## src/rtl/serial_subtractor.sv

```systemverilog
`timescale 1ns/1ps
// serial_subtractor
// Bit-serial two's-complement subtractor: diff = minuend - subtrahend,
// one bit per clock, LSB first, through a single borrow flip-flop.
// Results are registered and held until the next operation completes.
//
// Ports:
//   clk         system clock, rising edge
//   rst_n       synchronous active-low reset
//   start       request, sampled only in IDLE
//   minuend     operand A, captured on the accepting edge
//   subtrahend  operand B, captured on the accepting edge
//   busy        high in SHIFT and DONE
//   done        one-cycle pulse when results become valid
//   diff        A - B modulo 2^bits
//   borrow_out  unsigned underflow (A < B)
//   overflow    signed overflow of A - B
//
// state | meaning
// IDLE  | waiting for start
// SHIFT | one difference bit per cycle, bits cycles
// DONE  | results visible, done pulses
module serial_subtractor #(
  parameter int bits = 8
) (
  input  logic            clk,
  input  logic            rst_n,
  input  logic            start,
  input  logic [bits-1:0] minuend,
  input  logic [bits-1:0] subtrahend,
  output logic            busy,
  output logic            done,
  output logic [bits-1:0] diff,
  output logic            borrow_out,
  output logic            overflow
);

  localparam int CW = (bits > 1) ? $clog2(bits) : 1;
  localparam logic [CW-1:0] LAST = CW'(bits - 1);

  typedef enum logic [1:0] {IDLE, SHIFT, DONE} state_t;

  state_t          state;
  state_t          state_next;
  logic [bits-1:0] a_reg;
  logic [bits-1:0] b_reg;
  logic [bits-1:0] res_reg;
  logic            borrow_q;
  logic [CW-1:0]   cnt;
  logic            a_msb;
  logic            b_msb;

  logic            a0;
  logic            b0;
  logic            d_bit;
  logic            borrow_nxt;
  logic [bits-1:0] res_nxt;

  always_comb begin
    a0         = a_reg[0];
    b0         = b_reg[0];
    d_bit      = a0 ^ b0 ^ borrow_q;
    borrow_nxt = (~a0 & b0) | (~(a0 ^ b0) & borrow_q);
    res_nxt    = {d_bit, res_reg[bits-1:1]};
  end

  always_ff @(posedge clk) begin
    if (!rst_n) state <= IDLE;
    else        state <= state_next;
  end

  always_comb begin
    state_next = state;
    case (state)
      IDLE:    if (start) state_next = SHIFT;
      SHIFT:   if (cnt == LAST) state_next = DONE;
      DONE:    state_next = IDLE;
      default: state_next = IDLE;
    endcase
  end

  assign busy = (state != IDLE);
  assign done = (state == DONE);

  // Outputs are loaded on the final shift edge so they are already visible
  // during the DONE cycle; the partially built result never reaches diff.
  always_ff @(posedge clk) begin
    if (!rst_n) begin
      a_reg      <= '0;
      b_reg      <= '0;
      res_reg    <= '0;
      borrow_q   <= 1'b0;
      cnt        <= '0;
      a_msb      <= 1'b0;
      b_msb      <= 1'b0;
      diff       <= '0;
      borrow_out <= 1'b0;
      overflow   <= 1'b0;
    end else begin
      case (state)
        IDLE: begin
          if (start) begin
            a_reg    <= minuend;
            b_reg    <= subtrahend;
            a_msb    <= minuend[bits-1];
            b_msb    <= subtrahend[bits-1];
            res_reg  <= '0;
            borrow_q <= 1'b0;
            cnt      <= '0;
          end
        end
        SHIFT: begin
          a_reg    <= a_reg >> 1;
          b_reg    <= b_reg >> 1;
          res_reg  <= res_nxt;
          borrow_q <= borrow_nxt;
          cnt      <= cnt + 1'b1;
          if (cnt == LAST) begin
            diff       <= res_nxt;
            borrow_out <= borrow_nxt;
            // d_bit is the result MSB on the last shift
            overflow   <= (a_msb ^ b_msb) & (d_bit ^ a_msb);
          end
        end
        default: ;
      endcase
    end
  end

endmodule
```

## config.mk

```make
export PLATFORM = sky130hd
export DESIGN_NAME = serial_subtractor
export DESIGN_NICKNAME = d
export VERILOG_FILES = /design/src/rtl/serial_subtractor.sv
export SDC_FILE = /design/constraint.sdc
export NUM_CORES = 1
export LEC_CHECK = 0
export BUFFER_PORTS_ARGS = -buffer_cell sky130_fd_sc_hd__buf_4
export CAP_MARGIN = 20
export CORE_MARGIN = 4
export CORE_UTILIZATION = 59
export DETAILED_ROUTE_END_ITERATION = 12
export GPL_ROUTABILITY_DRIVEN = 1
export PLACE_DENSITY = 0.82
export SLEW_MARGIN = 20
export SYNTH_ARGS = -nofsm -noshare
export SYNTH_HDL_FRONTEND = slang
export SYNTH_SLANG_ARGS = --single-unit
```

## constraint.sdc

```tcl
create_clock -name clk -period 4.48 [get_ports clk]
set_input_delay 0.224 -clock clk [delete_from_list [all_inputs] [get_ports clk]]
set_output_delay 0.224 -clock clk [all_outputs]
set_load 0.02 [all_outputs]
```

==> reports/qor.csv <==
stage,metric,value,unit
worst_setup_path,cp-start-kind,flop,
sta,timing.fmax,600,MHz
floorplanning,die_y,63.3,um
clock_network,postCtsHoldBufs,0,
global_routing,grt_pass1_vias,1220,
worst_setup_path,path_cells,"o21ba_2, nand2_1, and3_1",
synthesis,ys_warn_count,0,
synthesis,synth_cell_types,31,
clock_network,cts_buffers,5,
sta,skew,0.00936,ns
global_routing,grt_use_met2,28.9,%
cells_and_area,fillers,229,
route,vias,1298,
synthesis,postSynth.asyncResetShare,0,%
cells_and_area,seq_area,822,sq um
global_routing,grt_first_pass_wirelength,5420,um
route,drc_errors,0,
global_routing,antenna_found_initial,0,
synthesis,synthMuxAreaShare,8.32,%
clock_network,cts_resized,0,
sta,setup_viol,0,
route,wl_per_cell,13.6,um
worst_setup_path,worstSetupEndpointType,flop,
sta,fin_crit_sh,37.2,%
sta,max_slew_margin,44.1,%
synthesis,synth_fa_ha_area_share,2.49,%
synthesis,synth_top_family_by_area,compound AO/OA/AOI/OAI gates,
clock_network,cts_sinks,41,
route,first_pass_iters,4,
placement,place_congestion,0.716,
worst_setup_path,cp_slowest_stage_delay,0.72,ns
sta,hold-worst-slack,0.157,ns
clock_network,post-cts-setup-buffers,0,
floorplanning,die_w,63.3,um
clock_network,cts_tree,yes,
cells_and_area,final_nets,224,
route,wl,3170,um
worst_setup_path,worst-path-max-fanout,28,
synthesis,synthesis.area,0.00181,sq mm
route,ant_nets,0,
sta,min_period,1.67,ns
sta,setup_tns,0,ns
route,vias_per_cell,5.55,
synthesis,syn_nets,200,
clock_network,cts_max_level,2,
pwr,power_leakage,0.000941,uW
worst_setup_path,critPathSlowestCell,dfxtp_2,
synthesis,synth_ff_type,dfxtp_1,
worst_setup_path,path_buf_inv,0,
route,drt_iter0_drc,70,
pwr,max-vdd-ir-drop,215,uV
worst_setup_path,cp.required,4.72,ns
flow_run,cap_violations,0,
global_routing,grt_usage,17.3,%
sta,finalMaxSlewViolations,0,
synthesis,ys_seq_area_share,45.5,%
pwr,cellPowerDensity,321,mW/mm^2
synthesis,synth.avg_cell_area,10.1,sq um
placement,hpwl,2150,um
global_routing,top_usage_layer,met2,
worst_setup_path,worstSetupPathType,flop to flop,
global_routing,grt_max_degree,42,
clock_network,clockBufferDepth,2,
global_routing,grt_use_met3,5.33,%
cells_and_area,multiInputGateArea,850,sq um
sta,hold_violations,0,
floorplanning,rows,19,
synthesis,synth_compound_area_share,19.6,%
synthesis,synth_edf_count,0,
worst_setup_path,path_delay_family,flip-flops,
cells_and_area,post-route-util,70.8,%
run_status,status,finished clean,
floorplanning,fp.dieArea,0.00401,sq mm
cells_and_area,num_antenna_cells,0,
floorplanning,num_io_pins,31,
floorplanning,start_util,63.8,%
cells_and_area,area_growth,10.9,%
cells_and_area,drive_above_1_share,21.7,%
sta,rsz0062_at_grt,no,
synthesis,synthCells,178,
clock_network,clock-root-buffer,clkbuf_4,
synthesis,synth_simple_gate_area_share,16.6,%
clock_network,clkTransAtPathRegs,0.11,ns
global_routing,overflow,0,
synthesis,ys_seq_elements,41,
floorplanning,core,0.00283,sq mm
global_routing,met1_usage,20.1,%
worst_setup_path,critPathArrivalTime,1.91,ns
synthesis,synth_xor_area_share,0,%
placement,io_buffer_count,30,
sta,tightestPinTransition,0.837,ns
worst_hold_path,hold_path.class,input port to flop,
clock_network,insertion_delay,0.34,ns
-- per-layer routing --
metal  share of wire, %  wire length (um)
met5                  0                 0
met4                1.9                61
met3                4.9               154
met2                 47              1500
met1                 46              1450
-- worst reg2reg max path, stage by stage, from the launching register on --
cell and delay, ns:
dfxtp_2 0.72, o21ba_2 0.58, nand2_1 0.09, and3_1 0.19
-- path summary, 6_finish.rpt --
path	slack, ns	start	depth (start not counted)	endpoint
max	2.81	state[0]	3	b_reg[0]
min	0.16	minuend[7]	3	a_msb
max reg2reg	2.81	state[0]	3	b_reg[0]
min reg2reg	0.47	diff[3]	2	diff[3]
-- placed cells by master, fill, tap and decap left out, drive strengths merged, types with 2 or more instances in the layout --
master / instances
o21ai: 3
buf: 30
o211a: 15
clkbuf: 6
a21boi: 12
nand3b: 2
nand2: 35
clkinv: 2
ha: 2
nand2b: 2
dfxtp: 41
mux2i: 15
nor3b: 2
a22oi: 10
nor2b: 11
inv: 4
-- metrics by stage --
stage	power (uW)	instance area [sq um]	cells	setup slack, ns
6_report	642	2000	234	2.81
5_1_grt	678	2000	234	2.58
4_1_cts	646	2000	234	2.42
3_5_place_dp	477	1950	226	2.45
3_3_place_gp	473	1950	226	2.51
2_1_floorplan	461	1810	178	2.99
-- power by group --
part	total, uW	internal [uW]	switching [uW]	leakage [uW]
registers	395	381	14.4	0.000335
logic	73.3	40.1	33.2	0.000574
clock network	173	59.9	114	0.0000320
total	642	481	161	0.000941
-- final cells by class --
class,instances,area share [%]
clock inverter,2,0.500
clock buffer,6,2.06
timing repair buffer,30,11.3
inverter,4,0.750
multi-input combinational,120,42.4
tap,31,1.94
sequential,41,41.1
-- cells in the mapped netlist (3+ instances only) --
library cell	n	area (sq um)
a22oi_1	10	75.1
o21ai_0	3	15.0
nand2_1	35	131
clkbuf_1	4	15.0
a21boi_0	12	90.1
o211a_1	15	150
mux2i_1	15	150
inv_1	4	15.0
buf_6	4	45.0
nor2b_1	11	68.8
dfxtp_1	41	821
-- logic make-up (layout without fill, tap and decap cells) --
kind of cell    count (synthesis)  in the layout
fa+ha+maj                       3              3
mux                            15             15
simple gates                   59             59
compound gates                 43             43
buf+inv                        17             42
flops                          41             41
Power figures use the tool's default switching activity.
